$ cat src/rtl/id_pipe_pkg.sv
`default_nettype none
// ============================================================================
// Module      : id_pipe_pkg
// Description : Shared constants for the ID->EX pipeline register and its
//               bubble sequencer: state encoding, NOP ALU code, link register.
// Revision    : 1.0 - initial release
// ============================================================================
package id_pipe_pkg;

    // Default field widths of the decode bundle
    localparam int c_ctrl_w = 9;
    localparam int c_alu_w  = 6;

    // ALU code presented to EX while a bubble occupies the slot
    localparam logic [5:0] c_nop_alu = 6'h15;

    // Destination register written by jump-and-link instructions
    localparam int c_link_reg = 31;

    // Bubble sequencer state encoding
    typedef logic [0:0] seq_state_t;
    localparam seq_state_t c_st_run  = 1'b0;
    localparam seq_state_t c_st_link = 1'b1;

endpackage : id_pipe_pkg
`default_nettype wire

$ cat src/rtl/id_bubble_seq.sv
`default_nettype none
// ============================================================================
// Module      : id_bubble_seq
// Description : Link-bubble sequencer. After a link op is accepted it holds
//               the pipe in LINK for LINK_BUBBLES cycles, asking the parent
//               to emit a NOP slot and freeze fetch on each of them.
// Revision    : 1.0 - initial release
// ============================================================================
module id_bubble_seq
    import id_pipe_pkg::*;
#(
    parameter int LINK_BUBBLES = 2
) (
    input  logic       clk,
    input  logic       rst,
    input  logic       i_stall,
    input  logic       i_flush,
    input  logic       i_start_link,
    output seq_state_t o_state,
    output logic       o_lock,
    output logic       o_emit_nop
);

    // Bubble count loaded on link acceptance; zero means no LINK phase at all
    localparam logic [2:0] c_link_cnt = 3'(LINK_BUBBLES);

    seq_state_t r_state;
    logic [2:0] r_cnt;

    // State and down-counter; flush beats stall, and LINK is only entered
    // with a non-zero count so the counter can never wrap
    always_ff @(posedge clk) begin
        if (rst) begin
            r_state <= c_st_run;
            r_cnt   <= 3'd0;
        end else if (i_flush) begin
            r_state <= c_st_run;
            r_cnt   <= 3'd0;
        end else if (i_stall) begin
            r_state <= r_state;
            r_cnt   <= r_cnt;
        end else if (r_state == c_st_link) begin
            r_cnt <= r_cnt - 3'd1;
            if (r_cnt == 3'd1) begin
                r_state <= c_st_run;
            end
        end else if (i_start_link && (c_link_cnt != 3'd0)) begin
            r_cnt   <= c_link_cnt;
            r_state <= c_st_link;
        end
    end

    // Every LINK cycle both freezes fetch and injects a NOP slot
    always_comb begin
        o_state    = r_state;
        o_lock     = (r_state == c_st_link);
        o_emit_nop = (r_state == c_st_link);
    end

endmodule : id_bubble_seq
`default_nettype wire

$ cat src/rtl/id_pipe_ctrl.sv
`default_nettype none
// ============================================================================
// Module      : id_pipe_ctrl
// Description : ID->EX pipeline register with hazard sequencing. Captures the
//               decode bundle each cycle, injects NOP bubbles after link
//               jumps and on load-use hazards, and honours stall and flush.
// Revision    : 1.0 - initial release
// ============================================================================
module id_pipe_ctrl
    import id_pipe_pkg::*;
#(
    parameter int                DATA_W       = 32,
    parameter int                REG_AW       = 5,
    parameter int                CTRL_W       = c_ctrl_w,
    parameter int                ALU_W        = c_alu_w,
    parameter int                DMEM_W       = 3,
    parameter int                LINK_BUBBLES = 2,
    parameter logic [ALU_W-1:0]  NOP_ALU      = c_nop_alu,
    parameter int                LINK_REG     = c_link_reg
) (
    input  logic              clk,
    input  logic              reset,
    input  logic              stall_in,
    input  logic              flush,
    input  logic              in_valid,
    input  logic [CTRL_W-1:0] ctrl_in,
    input  logic [ALU_W-1:0]  alu_ctrl_in,
    input  logic [DATA_W-1:0] busA_in,
    input  logic [DATA_W-1:0] busB_in,
    input  logic [DATA_W-1:0] imm_in,
    input  logic [DMEM_W-1:0] dmem_info_in,
    input  logic [REG_AW-1:0] rs_in,
    input  logic [REG_AW-1:0] rt_in,
    input  logic              uses_rt_in,
    input  logic [REG_AW-1:0] wr_reg_in,
    input  logic              is_link_in,
    input  logic              is_load_in,
    output logic [CTRL_W-1:0] ctrl_out,
    output logic [ALU_W-1:0]  alu_ctrl_out,
    output logic [DATA_W-1:0] busA_out,
    output logic [DATA_W-1:0] busB_out,
    output logic [DATA_W-1:0] imm_out,
    output logic [DMEM_W-1:0] dmem_info_out,
    output logic [REG_AW-1:0] wr_reg_out,
    output logic              is_load_out,
    output logic              valid_out,
    output logic              lock_if
);

    localparam logic [REG_AW-1:0] c_link_wr = REG_AW'(LINK_REG);

    logic [CTRL_W-1:0] r_ctrl;
    logic [ALU_W-1:0]  r_alu;
    logic [DATA_W-1:0] r_bus_a;
    logic [DATA_W-1:0] r_bus_b;
    logic [DATA_W-1:0] r_imm;
    logic [DMEM_W-1:0] r_dmem;
    logic [REG_AW-1:0] r_wr_reg;
    logic              r_is_load;
    logic              r_valid;

    seq_state_t w_state;
    logic       w_seq_lock;
    logic       w_emit_nop;
    logic       w_hazard;
    logic       w_start_link;
    logic       w_take_nop;

    // Load in EX whose result is needed by the instruction now in decode.
    // r0 never creates a dependency.
    always_comb begin
        w_hazard = (w_state == c_st_run) && r_is_load && r_valid &&
                   (r_wr_reg != '0) &&
                   ((r_wr_reg == rs_in) || (uses_rt_in && (r_wr_reg == rt_in)));
        w_start_link = (w_state == c_st_run) && in_valid && is_link_in && !w_hazard;
        w_take_nop   = w_emit_nop || w_hazard || !in_valid;
        lock_if      = w_seq_lock || w_hazard;
    end

    id_bubble_seq #(
        .LINK_BUBBLES (LINK_BUBBLES)
    ) u_bubble_seq (
        .clk          (clk),
        .rst          (reset),
        .i_stall      (stall_in),
        .i_flush      (flush),
        .i_start_link (w_start_link),
        .o_state      (w_state),
        .o_lock       (w_seq_lock),
        .o_emit_nop   (w_emit_nop)
    );

    // Pipeline register: data fields always follow decode unless held;
    // control fields are replaced by a NOP slot on bubbles and flush
    always_ff @(posedge clk) begin
        if (reset) begin
            r_ctrl    <= '0;
            r_alu     <= NOP_ALU;
            r_bus_a   <= '0;
            r_bus_b   <= '0;
            r_imm     <= '0;
            r_dmem    <= '0;
            r_wr_reg  <= '0;
            r_is_load <= 1'b0;
            r_valid   <= 1'b0;
        end else if (flush || !stall_in) begin
            r_bus_a <= busA_in;
            r_bus_b <= busB_in;
            r_imm   <= imm_in;
            r_dmem  <= dmem_info_in;
            if (flush || w_take_nop) begin
                r_ctrl    <= '0;
                r_alu     <= NOP_ALU;
                r_wr_reg  <= '0;
                r_is_load <= 1'b0;
                r_valid   <= 1'b0;
            end else begin
                r_ctrl    <= ctrl_in;
                r_alu     <= alu_ctrl_in;
                r_wr_reg  <= is_link_in ? c_link_wr : wr_reg_in;
                r_is_load <= is_load_in;
                r_valid   <= 1'b1;
            end
        end
    end

    // Registered fields drive EX directly
    always_comb begin
        ctrl_out      = r_ctrl;
        alu_ctrl_out  = r_alu;
        busA_out      = r_bus_a;
        busB_out      = r_bus_b;
        imm_out       = r_imm;
        dmem_info_out = r_dmem;
        wr_reg_out    = r_wr_reg;
        is_load_out   = r_is_load;
        valid_out     = r_valid;
    end

endmodule : id_pipe_ctrl
`default_nettype wire

$ cat config.mk
export PLATFORM = sky130hd
export DESIGN_NAME = id_pipe_ctrl
export DESIGN_NICKNAME = d
export VERILOG_FILES = /design/src/rtl/id_pipe_pkg.sv /design/src/rtl/id_bubble_seq.sv /design/src/rtl/id_pipe_ctrl.sv
export SDC_FILE = /design/constraint.sdc
export NUM_CORES = 1
export LEC_CHECK = 0
export ABC_CLOCK_PERIOD_IN_PS = 2000
export CAP_MARGIN = 10
export CORE_MARGIN = 2
export CORE_UTILIZATION = 39
export CTS_CLUSTER_SIZE = 8
export DETAILED_ROUTE_END_ITERATION = 12
export MAX_ROUTING_LAYER = met4
export PLACE_DENSITY_LB_ADDON = 0.2
export SKIP_CTS_REPAIR_TIMING = 1
export SLEW_MARGIN = 20
export SYNTH_ARGS = -nofsm -noshare
export SYNTH_HDL_FRONTEND = slang
export SYNTH_HIERARCHICAL = 1
export SYNTH_SLANG_ARGS = --single-unit
$ cat constraint.sdc
create_clock -name clk -period 2 [get_ports clk]
set_input_delay 0.5 -clock clk [delete_from_list [all_inputs] [get_ports clk]]
set_output_delay 0.5 -clock clk [all_outputs]
set_load 0.02 [all_outputs]
==> impl_metrics.toml, run 1 <==
[sta]
worstMarginPinSlew_ns = 0.795
relSlewSlack_pct = 46.9
report.final.slew_viol_count = 0
setup_ws_ns = -0.0496
rsz0062_at_grt = "true"
fin_worst_skew_ns = 0.00447
post-route-period-util_pct = 102
hold_violations = 0
fin_crit_ns = 2.05
finalSetupViolations = 1
fmax_mhz = 488

[grt]
overflow = 0
track_usage_pct = 23.5
grt_first_pass_wirelength_um = 23700
antenna_found_initial = 0
grt_pass1_vias = 4992
grt_start_max_net_pins = 54

[cells_and_area]
antennaDiodeCount = 0
utilization_pct = 69.8
layout.nets = 986
drive_gt1_share_pct = 10.2
syn_to_final_growth_pct = 75.0

[setup_path]
path_class = "flip-flop to primary output"
crit_family = "flip-flops"
cpPeakStageDelay_ns = 0.36
worstSetupPathDepth = 5
slowest_stage = "dfxtp_4"
r2r-end = "u_bubble_seq/r_cnt[2]"
r2r-start = "wr_reg_out[2]"
worstPathCellList = "xnor2_2 > nand4_1 > o22ai_4 > a21o_1 > buf_6"
r2r_slack_ns = 0.16
path_buf_inv = 1
ff2ff_path_depth = 9
required_ns = 1.50
crit_arrival_ns = 1.55
startpoint = "wr_reg_out[2]"
path_max_fanout = 3
crit_path_end = "lock_if"
cp-end-kind = "primary output"
cp-start-kind = "flip-flop"

[min_path]
worstHoldStart = "imm_out[7]"
min_path_type = "flip-flop to flip-flop"

[power]
power_density_nw_per_um2 = 835
power_mw = 6.98
ir_drop_mv = 0.629
p_leak_nw = 3.41

[synthesis]
yosysSeqAreaShare_pct = 52.4
ys_types = 43
yosysTopAreaCellShare_pct = 52.4
yosysWarningCount = 6
ys_async_sr_fraction_pct = 0
netlist_top_cells_area = "dfxtp_1, nand2_1, a21oi_1"
synth_top_cell_by_area = "dfxtp_1"
synth_fp_nets = 725
synth_cells = 586
ys_top_cells_by_count = "nand2_1, dfxtp_1, a21oi_1, o21ai_1, a32oi_1"
synth_area_per_cell_um2 = 8.14
synth_edf_count = 0
synth.cell_area_um2 = 4770
yosysMostFrequentCell = "nand2_1"
ys_seq_elements = 125
ys.flop_type = "dfxtp_1"

[drt]
route.detailed.drc = 0
drt_iter0_drc = 312
vias = 5042
wl_per_cell_um = 15.5
ant_nets = 0
dr.pass1.iters = 4
drt-total-wl_um = 15600
avgViaCountPerCell = 5.01

[clocking]
cts_max_level = 4
clk_pin_slew_ns = 0.05
cts-root-buf = "clkbuf_16"
cts_made_buffers = 17
cts_sinks = 125
cts_tree = "done"
clk_latency_ns = 0.41
clock_path_buffers = 2

[placement]
place.port_buffers = 258
gp_routability_congestion = 0.810
dpl.hpwl_um = 10800

[floorplan]
initial_core_util_pct = 39.9
rows = 40
io_pins = 259
die-area_um2 = 13100
core_area_um2 = 12000
die-width_um = 115
die_h_um = 115

[status]
outcome = "complete, but fails checks"
violations = "setup timing"

[flow_run]
cap_violations = 0
## layout make-up
type / instances / area [µm²]
well taps: 147 / 184
flip-flops and latches: 125 / 2520
inverters: 3 / 11.3
multi-input cells: 414 / 2130
clock inverters: 5 / 77.6
fillers: 922 / 3610
repair buffers: 286 / 2910
clock buffers: 27 / 523
## layer usage
metal	wire length, µm	GRT usage [%]	up-vias
met1	6100	26.1	2336
met5	0	-	-
met4	401	9.51	0
met3	1110	6.88	34
met2	7970	39.6	193
li1	-	-	2479
## stage by stage
stage	hold slack (ns)	setup WS (ns)	TNS [ns]	std cells	instance area (µm²)
global route	0.464	-0.137	-0.149	1007	8350
detailed placement	0.443	-0.787	-10.25	973	7600
finish	0.447	-0.0496	-0.0496	1007	8350
global placement	0.437	-0.775	-5.91	973	7600
floorplan	0.449	0.0824	0	586	4770
CTS	0.450	-0.791	-1.32	1005	8200
## flip-flops by register name (all words and copies together), names as in the netlist, 3 cells and up
name and cells:
ctrl_out 9, wr_reg_out 5, busB_out 32, busA_out 32, alu_ctrl_out 6, dmem_info_out 3
u_bubble_seq/r_cnt 3, imm_out 32
## power by group
part | leakage, nW | internal [mW] | total (mW) | switching (mW)
registers | 1.04 | 2.64 | 2.72 | 0.0825
logic | 2.08 | 0.638 | 1.18 | 0.544
clock network | 0.294 | 2.03 | 3.07 | 1.04
total | 3.41 | 5.31 | 6.98 | 1.67
## cell families (layout without fill, tap and decap cells)
logic type,after synthesis,after routing,synth area share [%]
xor gates and xnor gates,10,10,1.84
AOI/OAI and AO/OA,154,154,18.8
buffers and inverters,47,321,4.90
muxes,1,1,0.210
and+or+nand+nor,247,247,21.3
DFF,125,125,52.4
adders and majority gates,2,2,0.524
## cells in the final DEF (no fill, tap or decap), types with 2 or more instances in the layout
cell type,n
nor2_1,4
xnor2_2,7
buf_4,22
ha_1,2
o32ai_1,3
clkbuf_8,6
nor2_2,2
o21ai_1,19
dlymetal6s2s_1,15
xnor2_1,3
nand2_1,221
clkdlybuf4s50_1,241
clkinv_2,2
dfxtp_1,120
dfxtp_4,3
a32oi_1,18
a21oi_1,104
buf_6,2
bufinv_16,2
inv_1,3
nand2b_4,2
clkbuf_1,4
clkbuf_16,17
dfxtp_2,2
or2_2,5
buf_12,6
## worst register-to-register path, delay by kind of cell (launching register included)
| family | cells | cell delay (ns) |
|---|---|---|
| buf+inv | 2 | 0.43 |
| xor+xnor | 1 | 0.15 |
| flops | 1 | 0.36 |
| compound gates | 4 | 0.55 |
| simple gates | 2 | 0.27 |
## how the worst min path moves through the flow
stage	to	slack [ns]	cells past startpoint
floorplan	u_bubble_seq/r_cnt[2]	0.45	2
global placement	busB_out[20]	0.44	2
detailed placement	busA_out[10]	0.44	2
CTS	imm_out[3]	0.45	2
global route	imm_out[5]	0.46	2
finish	imm_out[7]	0.45	2
(Power assumes the default switching activity.)
==> inputs of run 2 (changes only) <==
--- a/config.mk
+++ b/config.mk
@@ -17,5 +17,4 @@
 export SLEW_MARGIN = 20
 export SYNTH_ARGS = -nofsm -noshare
 export SYNTH_HDL_FRONTEND = slang
-export SYNTH_HIERARCHICAL = 1
 export SYNTH_SLANG_ARGS = --single-unit
==> run 2 against run 1 <==
Net effect:
- count of clock-buffer cells in the layout fell by 6
- the run still ends with setup timing left
- combinational power barely moved
- wire length rose by 3.0%
- final cell count rose by 3.9%
- worst setup slack got worse by 0.20 ns
- global-route usage rose by 0.36 points
- critical endpoint unchanged
- clock skew barely moved
==> impl_metrics.toml, run 2 <==
[status]
outcome = "complete, but fails checks"
violations = "setup timing"

[setup_path]
slowest_stage = "or4_4"
path_buf_inv = 1
worstPathCellList = "or4_4 > o211ai_2 > o21ai_1 > buf_4"
crit_arrival_ns = 1.75
required_ns = 1.50
cp-start-kind = "flip-flop"
path_max_fanout = 5
cpPeakStageDelay_ns = 0.56
crit_family = "simple AND/OR/NAND/NOR gates"
cp-end-kind = "primary output"
path_class = "flip-flop to primary output"

[drt]
drt-total-wl_um = 16100
drt_iter0_drc = 301
wl_per_cell_um = 15.3
avgViaCountPerCell = 4.91
ant_nets = 0
vias = 5137
route.detailed.drc = 0
dr.pass1.iters = 4

[sta]
relSlewSlack_pct = 53.5
post-route-period-util_pct = 113
hold_ws_ns = 0.447
hold_violations = 0
rsz0062_at_grt = "true"
fmax_mhz = 444
fin_crit_ns = 2.25
fin_worst_skew_ns = 0.00435
report.final.slew_viol_count = 0
finalSetupViolations = 1
setup_ws_ns = -0.252
worstMarginPinSlew_ns = 0.698

[synthesis]
ys_seq_elements = 125
ys.flop_type = "dfxtp_1"
synth.cell_area_um2 = 4860
ys_types = 42
yosysWarningCount = 0
yosysTopAreaCellShare_pct = 51.5
netlist_top_cells_area = "dfxtp_1, nand2_1, a21oi_1"
yosysMostFrequentCell = "nand2_1"
synth_edf_count = 0
ys_async_sr_fraction_pct = 0
synth_cells = 590
yosysSeqAreaShare_pct = 51.5
synth_area_per_cell_um2 = 8.24
synth_fp_nets = 729
synth_top_cell_by_area = "dfxtp_1"
ys_top_cells_by_count = "nand2_1, dfxtp_1, a21oi_1, clkbuf_1"

[cells_and_area]
syn_to_final_growth_pct = 76.5
multi_input_area_um2 = 2180
final_cell_mix = "clkdlybuf4s50_1, nand2_1, dfxtp_1"
seq_area_um2 = 2500
final_common_cell = "clkdlybuf4s50_1"
nFillCells = 970
antennaDiodeCount = 0
instances_no_fill = 1046
drive_gt1_share_pct = 11.3
layout.nets = 1004

[floorplan]
initial_core_util_pct = 40.1
io_pins = 259
die-width_um = 116
core_area_um2 = 12100
die_h_um = 116
die-area_um2 = 13400
rows = 40

[clocking]
cts_max_level = 4
clock_path_buffers = 2
clk_latency_ns = 0.40
clk_pin_slew_ns = 0.05
cts_made_buffers = 17
cts_sinks = 125
cts-root-buf = "clkbuf_16"
cts_tree = "done"

[power]
power_density_nw_per_um2 = 865
combPwrFrac_pct = 16.0
intPower_mw = 5.72
p_switching_mw = 1.71
seqPwrFrac_pct = 36.7
p_leak_nw = 3.61
power_mw = 7.43
ir_drop_mv = 0.567
clock_power_share_pct = 47.3
p_sw_share_pct = 23.0

[grt]
track_usage_pct = 23.9
grt_start_max_net_pins = 68
grt_pass1_vias = 5015
overflow = 0
antenna_found_initial = 0
grt_first_pass_wirelength_um = 24300

[placement]
dpl.hpwl_um = 11400
gp_routability_congestion = 0.859
place.port_buffers = 258
place_inst = 1012

[min_path]
min_path_type = "flip-flop to flip-flop"

[flow_run]
cap_violations = 0
-- run 2: final cells by class --
| cell class | count | area share (%) |
|---|---|---|
| timing repair buffer | 300 | 34.9 |
| sequential | 125 | 29.2 |
| multi-input combinational | 418 | 25.4 |
| clock buffer | 21 | 5.48 |
| clock inverter | 11 | 2.46 |
| tap | 168 | 2.45 |
| inverter | 3 | 0.131 |
-- run 2: kinds of logic (layout without fill, tap and decap cells) --
| group | count (synthesis) | count (layout) | share of synthesized area, % |
|---|---|---|---|
| AND/OR/NAND/NOR | 246 | 246 | 21.0 |
| adder cells (fa/ha/maj) | 2 | 2 | 0.515 |
| flip-flops | 125 | 125 | 51.5 |
| AO/OA/AOI/OAI | 159 | 159 | 20.8 |
| multiplexers | 1 | 1 | 0.206 |
| XOR/XNOR | 10 | 10 | 1.80 |
| buffers and inverters | 47 | 335 | 4.25 |
-- run 2: power by group through the flow --
stage               logic, mW  registers [mW]  clock network [mW]
finish                   1.19            2.72                3.51
global route             1.27            2.74                3.68
CTS                      1.19            2.72                3.56
detailed placement       1.18            2.77                   0
global placement         1.16            2.76                   0
floorplan               0.306            2.94                   0
-- run 2: path summary, 6_finish.rpt --
kind,from,end,slack (ns),depth (start not counted)
setup / recovery,wr_reg_out[0],lock_if,-0.25,4
hold / removal,imm_out[1],imm_out[1],0.45,2
setup reg to reg,wr_reg_out[0],u_bubble_seq.r_cnt[2],0.13,5
hold reg to reg,imm_out[1],imm_out[1],0.45,2
-- run 2: worst min-delay path, delay by kind of cell (launching register included) --
| kind | cells | cell delay [ns] |
|---|---|---|
| flops | 1 | 0.30 |
| simple gates | 1 | 0.05 |
| compound gates | 1 | 0.05 |
-- run 2: stage by stage --
step	instance area [µm²]	setup slack (ns)	TNS [ns]	utilization, %
after floorplan	4860	0.0171	0	-
after global placement	7850	-0.719	-8.42	64.8
after detailed placement	7850	-0.767	-13.00	64.8
after CTS	8530	-0.784	-1.17	70.4
after global routing	8580	-0.326	-0.326	70.8
final	8580	-0.252	-0.252	70.8
-- run 2: routing by layer --
layer	wire length, µm	share of wire (%)	vias to the layer above	GRT usage [%]
met5	0	0	-	-
li1	-	-	2534	-
met2	8120	51	198	40.2
met1	6460	40	2376	27.3
met3	1070	6.6	29	5.75
met4	406	2.5	0	9.84
==> inputs of run 3 (changes only) <==
--- a/config.mk
+++ b/config.mk
@@ -14,7 +14,7 @@
 export MAX_ROUTING_LAYER = met4
 export PLACE_DENSITY_LB_ADDON = 0.2
 export SKIP_CTS_REPAIR_TIMING = 1
-export SLEW_MARGIN = 20
+export SLEW_MARGIN = 5
 export SYNTH_ARGS = -nofsm -noshare
 export SYNTH_HDL_FRONTEND = slang
 export SYNTH_SLANG_ARGS = --single-unit
==> results of run 3 <==
No change in the layout: final DEF, timing and power equal those of run 2.
